$ cat src/rtl/commit_trace_tx.sv
// commit_trace_tx: commit-trace FIFO streaming retired {pc, rd, data, seq} records to a valid/ready sink.
// Define COMMIT_TRACE_STALL_EN to drive stall_req from occupancy; otherwise it is tied 0.
module commit_trace_tx #(
  parameter int DEPTH = 8,
  parameter int XLEN  = 32
) (
  input  logic            clk,
  input  logic            rst,
  input  logic            wb_valid,
  input  logic [XLEN-1:0] wb_pc,
  input  logic            wb_we,
  input  logic [4:0]      wb_rd,
  input  logic [XLEN-1:0] wb_data,
  output logic            trace_valid,
  input  logic            trace_ready,
  output logic [XLEN-1:0] trace_pc,
  output logic [4:0]      trace_rd,
  output logic [XLEN-1:0] trace_data,
  output logic [15:0]     trace_seq,
  output logic            stall_req,
  output logic [7:0]      drop_cnt
);
  localparam int AW = (DEPTH > 1) ? $clog2(DEPTH) : 1;
  localparam logic [AW:0] CNT_FULL = (AW+1)'(DEPTH);
  localparam logic [AW:0] CNT_HI = (AW+1)'(DEPTH - 1);
  logic [XLEN-1:0] pc_mem_q [DEPTH];
  logic [XLEN-1:0] data_mem_q [DEPTH];
  logic [4:0] rd_mem_q [DEPTH];
  logic [15:0] seq_mem_q [DEPTH];
  logic [AW-1:0] head_q, head_d, tail_q, tail_d;
  logic [AW:0] count_q, count_d;
  logic [15:0] seq_q, seq_d;
  logic [7:0] drop_q, drop_d;
  logic full, empty, push, pop;
  always_comb begin
    full = count_q == CNT_FULL;
    empty = count_q == '0;
    pop = !empty && trace_ready;
    push = wb_valid && (!full || pop);
    head_d = pop ? head_q + 1'b1 : head_q;
    tail_d = push ? tail_q + 1'b1 : tail_q;
    count_d = (push && !pop) ? count_q + 1'b1 : (pop && !push) ? count_q - 1'b1 : count_q;
    seq_d = wb_valid ? seq_q + 16'd1 : seq_q;
    drop_d = (wb_valid && !push && drop_q != 8'hFF) ? drop_q + 8'd1 : drop_q;
  end
  always_ff @(posedge clk or posedge rst) begin
    if (rst) begin
      head_q <= '0;
      tail_q <= '0;
      count_q <= '0;
      seq_q <= '0;
      drop_q <= '0;
    end else begin
      head_q <= head_d;
      tail_q <= tail_d;
      count_q <= count_d;
      seq_q <= seq_d;
      drop_q <= drop_d;
    end
  end
  // Storage needs no reset: outputs are masked whenever the FIFO is empty.
  always_ff @(posedge clk) begin
    if (push) begin
      pc_mem_q[tail_q] <= wb_pc;
      rd_mem_q[tail_q] <= wb_we ? wb_rd : 5'd0;
      data_mem_q[tail_q] <= wb_we ? wb_data : '0;
      seq_mem_q[tail_q] <= seq_q;
    end
  end
  assign trace_valid = !empty;
  assign trace_pc = empty ? '0 : pc_mem_q[head_q];
  assign trace_rd = empty ? 5'd0 : rd_mem_q[head_q];
  assign trace_data = empty ? '0 : data_mem_q[head_q];
  assign trace_seq = empty ? 16'd0 : seq_mem_q[head_q];
  assign drop_cnt = drop_q;
`ifdef COMMIT_TRACE_STALL_EN
  assign stall_req = count_q >= CNT_HI;
`else
  assign stall_req = 1'b0;
`endif
endmodule

$ cat config.mk
export PLATFORM = sky130hd
export DESIGN_NAME = commit_trace_tx
export DESIGN_NICKNAME = d
export VERILOG_FILES = /design/src/rtl/commit_trace_tx.sv
export SDC_FILE = /design/constraint.sdc
export NUM_CORES = 1
export LEC_CHECK = 0
export ABC_AREA = 1
export ABC_CLOCK_PERIOD_IN_PS = 13000
export BUFFER_PORTS_ARGS = -buffer_cell sky130_fd_sc_hd__clkbuf_2
export CELL_PAD_IN_SITES_DETAIL_PLACEMENT = 0
export CELL_PAD_IN_SITES_GLOBAL_PLACEMENT = 1
export CORE_ASPECT_RATIO = 0.75
export CORE_UTILIZATION = 30
export CTS_CLUSTER_DIAMETER = 150
export DETAILED_ROUTE_END_ITERATION = 10
export PLACE_DENSITY = 0.54
export SLEW_MARGIN = 30
export SYNTH_ARGS = -nofsm -noshare
export SYNTH_HDL_FRONTEND = slang
export SYNTH_SLANG_ARGS = --single-unit
$ cat constraint.sdc
create_clock -name clk -period 13 [get_ports clk]
set_clock_uncertainty 0.1 [all_clocks]
set_input_delay 0 -clock clk [delete_from_list [all_inputs] [get_ports clk]]
set_output_delay 0 -clock clk [all_outputs]
set_load 0.1 [all_outputs]
==> run metrics <==
outcome complete, no violations; Rel. slew slack 0.343; drt first pass iters 5; Slew @ Worst Pin 985 ps; layout cells sized above 1 0.102; Max Freq 224 MHz; largest net degree at the start of global routing 165; Util after Layout 0.357; unrepaired setup endpoints after global routing no; YS warnings 0; Mapped Avg Cell Area 10.6 µm²; max-capacitance violation count 0; global-route wire length before repair 123000 µm; area growth from synthesis to layout 17.8%; met2 usage 0.252; sequential fraction of the synthesis area 0.707; crit end category output port; CTS Hold Bufs 73; total track usage 0.159; CP Data Required Time 12900 ps; cell row count 100; die area 102000 µm²; DRT antenna net count 0; Pins Over Slew Limit 0; Worst-Skew Late Latency 630 ps; synthesized area 30100 µm²; CP Class reg -> out; Initial Util 0.303; grt ovf 0; CTS tree yes; total wire length 81200 µm; Min-Delay Path Class in -> reg; Seq cells post-synth 714; Top-Level Pins 169; crit share post-route 0.343; Sum Neg Setup Slack 0 ps; Top FF cell, synth edfxtp_1; H-tree depth 3; HPWL after detailed placement 41800 µm; vias in the first global route 20000; Post-CTS Resized 0; Clock Sinks 714; Root Buffer clkbuf_16; crit path time final 4460 ps; placed cells 4230; PortBufs 167; number of synthesized flops with an enable pin 680; ys async rst share 0.0476; final hold viol count 0; clock buffer depth 3; DRC 0; gpl congestion 0.708; DRT iter0 DRCs 1262; Mapped Cells 2849; drt wl/cell 18.3 µm; CP arrival 4360 ps; R2R depth 7; core region area 99300 µm²; Die H 276 µm; layer carrying the most global-route usage met2; Netlist cell types 25; final-report setup violation count 0; initial antenna violation count 5; met1 Usage GRT 0.227; vias post-DR 19900; Filler Cells Inserted 9867; Mapped Nets 2931; Crit Path Max Fanout 164; DR vias/cell 4.48; die width 368 µm; clock slew at reported path FFs 60 ps; Final #Nets 3140; met3 usage 0.0241; total CTS buffers 78; hold path cells 4; post-CTS setup buffers 0; final std cells w/o fill 4441; Startpoint Class flip-flop
[registers in the layout (all words and copies together), names as in the netlist]
| register | cells |
|---|---|
| head_q | 3 |
| seq_mem_q | 128 |
| drop_cnt | 8 |
| seq_q | 16 |
| data_mem_q | 256 |
| pc_mem_q | 256 |
| rd_mem_q | 40 |
| tail_q | 3 |
| count_q | 4 |
[area by class of cell]
cell class              instances  area (µm²)  area share
well taps                    1326        1660      0.0468
clock buffers                 107        2140      0.0605
diodes                          1        2.50   0.0000706
flip-flops and latches        714       21300       0.601
repair buffers                276        1880      0.0530
clock inverters                29         265     0.00749
multi-input cells            1751        7300       0.206
inverters                     237         907      0.0256
[Yosys cell counts (9+ instances only)]
cell type / number / share of area
buf_2: 35 / 0.0058
buf_6: 11 / 0.0041
clkbuf_1: 90 / 0.011
dfrtp_1: 34 / 0.028
edfxtp_1: 680 / 0.68
inv_1: 235 / 0.029
nand2_1: 810 / 0.10
nand3_1: 181 / 0.030
nor2_1: 542 / 0.068
o21ai_0: 166 / 0.028
o21ai_1: 10 / 0.0017
xnor2_1: 9 / 0.0026
xor2_1: 9 / 0.0026
[stage by stage]
step	setup WS, ps	hold WS (ps)	area, µm²
finish	8540	46.9	35400
global route	8190	80.0	35400
CTS	8280	23.0	35400
detailed placement	8990	40.6	32300
global placement	9040	27.2	32200
floorplan	7890	-1.13	30100
[worst max-delay path, cell delays in order (launching register included)]
cell	delay (ps)
dfrtp_4	850
clkinv_8	690
buf_4	520
buf_12	250
nand2_1	90
nand3_1	60
nand3_1	110
nand2_1	60
nor2_1	440
clkbuf_2	560
[routing by layer]
metal  up-vias  routed length, µm
li1       9753                  -
met1      9706              39800
met2       337              36600
met3       111               3180
met4         0               1590
met5         -                  0
[worst paths after layout]
| path | end | slack, ps | from |
|---|---|---|---|
| max | trace_seq[4] | 8540 | head_q[0] |
| min | rd_mem_q[3][0] | 50 | wb_we |
| max reg2reg | data_mem_q[4][4] | 9870 | count_q[0] |
| min reg2reg | count_q[2] | 450 | count_q[2] |
| max in group asynchronous | head_q[0] | 11910 | rst |
| min in group asynchronous | drop_cnt[1] | 460 | rst |
[layout by cell type, fill, tap and decap left out, types with 2 or more instances in the layout]
cell,count
clkbuf_16,81
nand2_1,809
clkinv_1,12
nand4_1,6
nor3_1,2
nand3_1,181
clkbuf_2,167
clkinvlp_4,2
inv_6,3
xnor2_1,9
clkbuf_8,2
nor2_1,534
inv_1,235
a21oi_1,2
o21ai_1,10
clkinv_2,7
nor2_4,8
clkbuf_1,24
ha_1,7
dfrtp_4,3
xor2_1,9
buf_12,2
buf_6,4
dfrtp_1,31
clkinv_8,3
buf_4,30
o21ai_0,166
nand3b_1,3
dlygate4sd3_1,73
bufinv_16,4
edfxtp_1,680
[cell families (layout without fill, tap and decap cells)]
logic type | count (synthesis) | in the layout | synth area share
adders and majority gates | 8 | 8 | 0.00358
xor gates and xnor gates | 18 | 18 | 0.00524
buffers and inverters | 384 | 649 | 0.0525
muxes | 1 | 1 | 0.000374
AOI/OAI and AO/OA | 178 | 178 | 0.0296
DFF | 714 | 714 | 0.707
other | 1 | 2 | 0.000125
and+or+nand+nor | 1545 | 1545 | 0.201
Power is not shown: default switching activity piles up to over one toggle a cycle in this logic, so the estimate is an artifact.
